### src/rtl/mem_controller.sv
// Mini SRC memory initiator: owns MAR/MDR and sequences single read/write
// transactions into a synchronous RAM with a registered read port.
module mem_controller #(
    parameter int unsigned ADDR_W     = 9,
    parameter int unsigned DATA_W     = 32,
    parameter int unsigned RD_LATENCY = 1
) (
    input  logic              clk,
    input  logic              clr,
    input  logic [DATA_W-1:0] bus_in,
    input  logic              mar_in,
    input  logic              mdr_in,
    input  logic              rd_req,
    input  logic              wr_req,
    output logic              busy,
    output logic              done,
    output logic              err,
    output logic [DATA_W-1:0] mdr_out,
    output logic [ADDR_W-1:0] ram_address,
    output logic              ram_read,
    output logic              ram_write,
    output logic [DATA_W-1:0] ram_data_out,
    input  logic [DATA_W-1:0] ram_data_in
);

    typedef enum logic [2:0] {
        StIdle,
        StRdIssue,
        StRdCap,
        StWrIssue,
        StDone
    } state_e;

    // Read strobe is held for cycles 0..LastCnt of the issue phase (RD_LATENCY <= 4).
    localparam logic [1:0] LastCnt = 2'(RD_LATENCY - 1);

    state_e            state_q, state_d;
    logic [ADDR_W-1:0] mar_q, mar_d;
    logic [DATA_W-1:0] mdr_q, mdr_d;
    logic [1:0]        cnt_q, cnt_d;
    logic              err_q, err_d;

    always_ff @(posedge clk or posedge clr) begin
        if (clr) begin
            state_q <= StIdle;
            mar_q   <= '0;
            mdr_q   <= '0;
            cnt_q   <= '0;
            err_q   <= 1'b0;
        end else begin
            state_q <= state_d;
            mar_q   <= mar_d;
            mdr_q   <= mdr_d;
            cnt_q   <= cnt_d;
            err_q   <= err_d;
        end
    end

    always_comb begin
        state_d = state_q;
        mar_d   = mar_q;
        mdr_d   = mdr_q;
        cnt_d   = cnt_q;
        err_d   = 1'b0;
        case (state_q)
            StIdle: begin
                if (mar_in) mar_d = bus_in[ADDR_W-1:0];
                if (mdr_in) mdr_d = bus_in;
                if (rd_req && wr_req) begin
                    err_d = 1'b1;
                end else if (rd_req) begin
                    state_d = StRdIssue;
                    cnt_d   = '0;
                end else if (wr_req) begin
                    state_d = StWrIssue;
                end
            end
            StRdIssue: begin
                if (cnt_q == LastCnt) state_d = StRdCap;
                else                  cnt_d   = cnt_q + 2'd1;
            end
            StRdCap: begin
                // RAM output is valid now; it goes undefined after this edge.
                mdr_d   = ram_data_in;
                state_d = StDone;
            end
            StWrIssue: state_d = StDone;
            StDone:    state_d = StIdle;
            default:   state_d = StIdle;
        endcase
    end

    assign busy         = (state_q != StIdle);
    assign done         = (state_q == StDone);
    assign err          = err_q;
    assign mdr_out      = mdr_q;
    assign ram_address  = mar_q;
    assign ram_data_out = mdr_q;
    assign ram_read     = (state_q == StRdIssue);
    assign ram_write    = (state_q == StWrIssue);

endmodule

### config.mk
export PLATFORM = sky130hd
export DESIGN_NAME = mem_controller
export DESIGN_NICKNAME = d
export VERILOG_FILES = /design/src/rtl/mem_controller.sv
export SDC_FILE = /design/constraint.sdc
export NUM_CORES = 1
export LEC_CHECK = 0
export CELL_PAD_IN_SITES_DETAIL_PLACEMENT = 1
export CELL_PAD_IN_SITES_GLOBAL_PLACEMENT = 1
export CORE_UTILIZATION = 30
export CTS_CLUSTER_DIAMETER = 60
export DETAILED_ROUTE_END_ITERATION = 16
export GPL_ROUTABILITY_DRIVEN = 0
export PLACE_DENSITY_LB_ADDON = 0.1
export SLEW_MARGIN = 5
export SYNTH_ARGS = -nofsm -noshare
export SYNTH_HDL_FRONTEND = slang
export SYNTH_SLANG_ARGS = --single-unit
export TNS_END_PERCENT = 10
### constraint.sdc
create_clock -name clk -period 3 [get_ports clk]
set_input_delay 0.6 -clock clk [delete_from_list [all_inputs] [get_ports clk]]
set_output_delay 0.6 -clock clk [all_outputs]
set_load 0.1 [all_outputs]
**Word level (Yosys, flattened, before mapping)**

Cells that the tools add are included.

- Register bits after elaboration: 47
- Bits of input ports: 70
- Output and inout bits: 78
- Word-level logic and storage cells: 40

- Add/sub/neg operators: 1
- Eq/ne operators: 10
- Mux-type cells: 13
- Reductions and logical operators: 11

Operators by type and width:

| kind | count |
|---|---|
| $pmux 32 s2 | 1 |
| $mux 32 | 1 |
| $mux 3 | 4 |
| $pmux 3 s3 | 1 |
| $ne 2x2->1 const B | 4 |
| $eq 3x2->1 const B | 2 |
| $mux 2 | 3 |
| $pmux 2 s2 | 1 |
| $reduce_and 2->1 | 2 |
| $reduce_and 4->1 | 1 |
| $reduce_bool 2->1 | 2 |
| $eq 3x1->1 const B | 1 |
| $eq 3x3->1 const B | 1 |
| $logic_not 3->1 | 1 |
| $ne 3x3->1 const B | 1 |
| $reduce_and 3->1 | 1 |
| $reduce_bool 3->1 | 1 |
| $add 2x1->2 const B | 1 |
| $logic_not 2->1 | 1 |
| $mux 1 | 2 |
| $ne 2x1->1 const B | 1 |
| $reduce_or 2->1 | 1 |
| $logic_and 1x1->1 | 1 |

**Longest topological paths before layout**

- Depth after elaboration: 4
- Gate-level depth with buffers: 6

**Worst setup path before layout**

No wires, ideal clock.

- Path type: register to output
- Start point: register state_q[1]
- End point: output port done
- Arrival time: 3.002 ns
- Required time: 2.400 ns
- Setup slack: -0.602 ns
- Stages on the path, launching flop included: 4
- Path buffers: 2
- Cells stage by stage: dfrtp_1 clkbuf_1 clkbuf_1 nor3b_1

- Longest elaborated chain between the ends: 1

RTL lines:

| what | RTL line | source |
|---|---|---|
| from (decl) | 37 | `state_e state_q, state_d;` |
| from (signal assigned) | 45 | `state_q <= StIdle;` |
| from (signal assigned) | 51 | `state_q <= state_d;` |
| $eq 3x3->1 | 94 | `assign done = (state_q == StDone);` |
| to (decl) | 16 | `output logic done,` |

No other way between the ends.

**Worst setup path in the final report**

- Start point: register state_q[0]
- End point: output port ram_read

- Longest elaborated chain between the ends: 1

RTL lines:

| what | RTL line | source |
|---|---|---|
| $eq 3x1->1 | 99 | `assign ram_read = (state_q == StRdIssue);` |
| to (decl) | 20 | `output logic ram_read,` |

No other way between the ends.

==> run summary <==
====================================================================================
Clock period minus final worst setup slack ............................     2.161 ns
Slowest cell on the critical path ..................................... sky130_fd_sc_hd__dfrtp_1
Diodes inserted .......................................................            0
Status ................................................................ finished, final reports clean
Vert. Die Dim .........................................................     94.98 um
Most common cell after layout, fill and taps aside .................... sky130_fd_sc_hd__buf_4
Worst Setup Start Kind ................................................    flip-flop
Total detailed-routing wirelength .....................................     7.662 mm
Worst reg2reg path depth ..............................................            4
Sequential share of the synthesized area ..............................       45.34%
Tightest Pin Transition ...............................................    0.8998 ns
Setup repair after global routing missed its margin ...................           no
Syn_area_per_cell .....................................................   10.29 um^2
Via count of the first global-routing pass ............................        2,354
CTS Sinks .............................................................           47
Number of post-CTS setup repair buffers ...............................            0
Count of buffering cells on the critical path with inverters included .            1
Violation count after the first detailed-route iteration ..............           77
Clock-pin slew on the worst setup and hold paths ......................      0.09 ns
Number of synthesized register bits ...................................           47
CTS Buffer Depth ......................................................            2
Period utilisation layout .............................................       72.05%
Number of nets still failing antenna checks after routing .............            0
Hold Buf Count CTS ....................................................            0
Post-DP HPWL ..........................................................     5.453 mm
Crit path cell chain .................................................. nor3b_1 > buf_12
Hold depth ............................................................            1
Floorplan die area ....................................................    9021 um^2
Fill cell count .......................................................          946
Leading register cell type out of synthesis ........................... sky130_fd_sc_hd__dfrtp_1
Total of buffers placed on input and output ports .....................          147
Chip Width ............................................................     94.98 um
Top-level I/O count ...................................................          148
Setup slack, reg-to-reg ...............................................      1.16 ns
Relative max-transition margin ........................................       40.02%
Number of instances in the placed design ..............................          457
Async set-or-reset flop fraction in the synthesized netlist ...........       100.0%
CTS tree ..............................................................        built
Post-Route Skew .......................................................  0.005748 ns
Post-Syn Nets .........................................................          323
Maximum number of pins on one net before global-route repair ..........           54
Final sum of negative setup slack .....................................         0 ns
Clk_lat worst skew ....................................................      0.30 ns
Initial antenna violation count .......................................            0
Initial cell density of the core ......................................       31.25%
Number of gates on the worst path with buffers counted ................            2
Startpoint-to-endpoint class of the critical path .....................   reg -> out
Longest individual stage delay on the worst path ......................      0.57 ns
Global router's overall resource usage ................................       17.51%
Max-slew violation count ..............................................            0
Global route overflow .................................................            0
Count of final hold-check violations ..................................            0
Number of enable-type register cells in the synthesized netlist .......            0
Cell family contributing the most delay on the critical path ..........   flip-flops
Endpoint required time on the critical path ...........................      2.40 ns
Average detailed-routed wire length per instance ......................     16.48 um
Post-synth design cell area ...........................................    2594 um^2
Critical path data arrival time .......................................      1.56 ns
Wire length of the first global-routing pass ..........................     12.11 mm
Layout Cells excl Fill ................................................          465
Worst setup EP type ................................................... primary output
Layout cells sized above 1 ............................................       30.28%
Setup Slack @ Placement ...............................................     1.059 ns
Total clock buffers created by CTS ....................................            5
Synth Instances .......................................................          252
Number of warnings printed during yosys synthesis .....................            0
Number of endpoints failing setup at the final stage ..................            0
Most frequent cells in the layout ..................................... sky130_fd_sc_hd__buf_4, sky130_fd_sc_hd__clkdlybuf4s50_1, sky130_fd_sc_hd__dfrtp_1
Highest clock rate ....................................................    462.7 MHz
Hold crit path type ...................................................   reg -> reg
Via density ...........................................................        4.994
Post-layout net count .................................................          430
Cell Rows .............................................................           33
Area of the placeable core ............................................    8299 um^2
Area added between synthesis and finish ...............................       50.27%
H-tree depth ..........................................................            2
Vias ..................................................................        2,322
Clock tree root buffer cell ........................................... sky130_fd_sc_hd__clkbuf_8
Crit Path Max Fanout ..................................................           11
Number of max-cap violations ..........................................            0
First-pass DRT Iterations .............................................            4
Worst setup slack after layout ........................................    0.8386 ns
Remaining DRCs ........................................................            0
Cell variety after synth ..............................................           30
CTS resizes ...........................................................            0
====================================================================================
==> layer usage <==
layer | vias up | GRT usage, % | share of wire (%)
met4 | 0 | 4.924 | 1.4
met3 | 9 | 3.865 | 6.6
li1 | 1095 | - | -
met5 | - | 0 | 0
met2 | 89 | 28.36 | 48
met1 | 1129 | 23.40 | 44
==> registers in the layout (all words and copies together), names as in the netlist <==
register,flops
state_q,3
ram_address,9
cnt_q,2
mdr_out,32
err,1
==> synth_stat cells, types with 2 or more instances <==
| master | instances | share of area (%) |
|---|---|---|
| sky130_fd_sc_hd__buf_6 | 3 | 1.3 |
| sky130_fd_sc_hd__a21oi_1 | 12 | 2.3 |
| sky130_fd_sc_hd__o21ai_1 | 2 | 0.39 |
| sky130_fd_sc_hd__a31oi_1 | 20 | 4.8 |
| sky130_fd_sc_hd__nor3b_1 | 3 | 0.87 |
| sky130_fd_sc_hd__o2bb2ai_1 | 12 | 4.1 |
| sky130_fd_sc_hd__nor2b_1 | 23 | 5.5 |
| sky130_fd_sc_hd__o21ai_0 | 20 | 3.9 |
| sky130_fd_sc_hd__clkbuf_2 | 2 | 0.39 |
| sky130_fd_sc_hd__buf_2 | 6 | 1.2 |
| sky130_fd_sc_hd__inv_1 | 4 | 0.58 |
| sky130_fd_sc_hd__nor2_1 | 2 | 0.29 |
| sky130_fd_sc_hd__dfrtp_1 | 47 | 45 |
| sky130_fd_sc_hd__and3b_1 | 12 | 4.1 |
| sky130_fd_sc_hd__mux2_2 | 10 | 4.3 |
| sky130_fd_sc_hd__a22oi_1 | 20 | 5.8 |
| sky130_fd_sc_hd__buf_4 | 32 | 9.3 |
| sky130_fd_sc_hd__clkbuf_1 | 10 | 1.4 |
==> cell families after synthesis <==
group / count (synthesis) / share of synthesized area (%)
AOI/OAI and AO/OA: 89 / 22.19
buffers and inverters: 57 / 14.13
and+or+nand+nor: 47 / 13.12
DFF: 47 / 45.34
muxes: 11 / 4.728
adders and majority gates: 1 / 0.4823
==> per-stage QoR <==
step | cell area [um^2] | util [%] | hold slack, ns
6_report | 3897 | 46.96 | 0.5179
5_1_grt | 3897 | 46.96 | 0.5366
4_1_cts | 3897 | 46.96 | 0.5229
3_5_place_dp | 3765 | 45.36 | 0.4981
3_3_place_gp | 3765 | 45.36 | 0.4918
2_1_floorplan | 2599 | - | 0.4658
==> final timing paths <==
kind                                                   end                        from
worst max-delay path                              ram_read      state_q[0]$_DFFE_PP0P_
worst min-delay path            ram_address[2]$_DFFE_PP0P_  ram_address[2]$_DFFE_PP0P_
worst max register to register     mdr_out[17]$_DFFE_PP0P_      state_q[0]$_DFFE_PP0P_
worst min register to register  ram_address[2]$_DFFE_PP0P_  ram_address[2]$_DFFE_PP0P_
max in group asynchronous           mdr_out[0]$_DFFE_PP0P_                         clr
min in group asynchronous           mdr_out[9]$_DFFE_PP0P_                         clr
==> final cells by class <==
class                   count  area [um^2]  share of cell area [%]
well taps                 105        131.4                   3.371
clock buffers               6        72.57                   1.862
flip-flops and latches     47         1176                   30.18
multi-input cells         148         1064                   27.29
clock inverters             2        60.06                   1.541
inverters                   4        15.01                  0.3852
repair buffers            153         1379                   35.38
==> worst register-to-register path: cells and delay by family (launching register included) <==
family | cells | cell delay [ns]
and+or+nand+nor | 1 | 0.62
DFF | 1 | 0.57
buffers and inverters | 1 | 0.36
AOI/OAI and AO/OA | 2 | 0.20
Power is not shown: default switching activity piles up to over one toggle a cycle in this logic, so the estimate is an artifact.
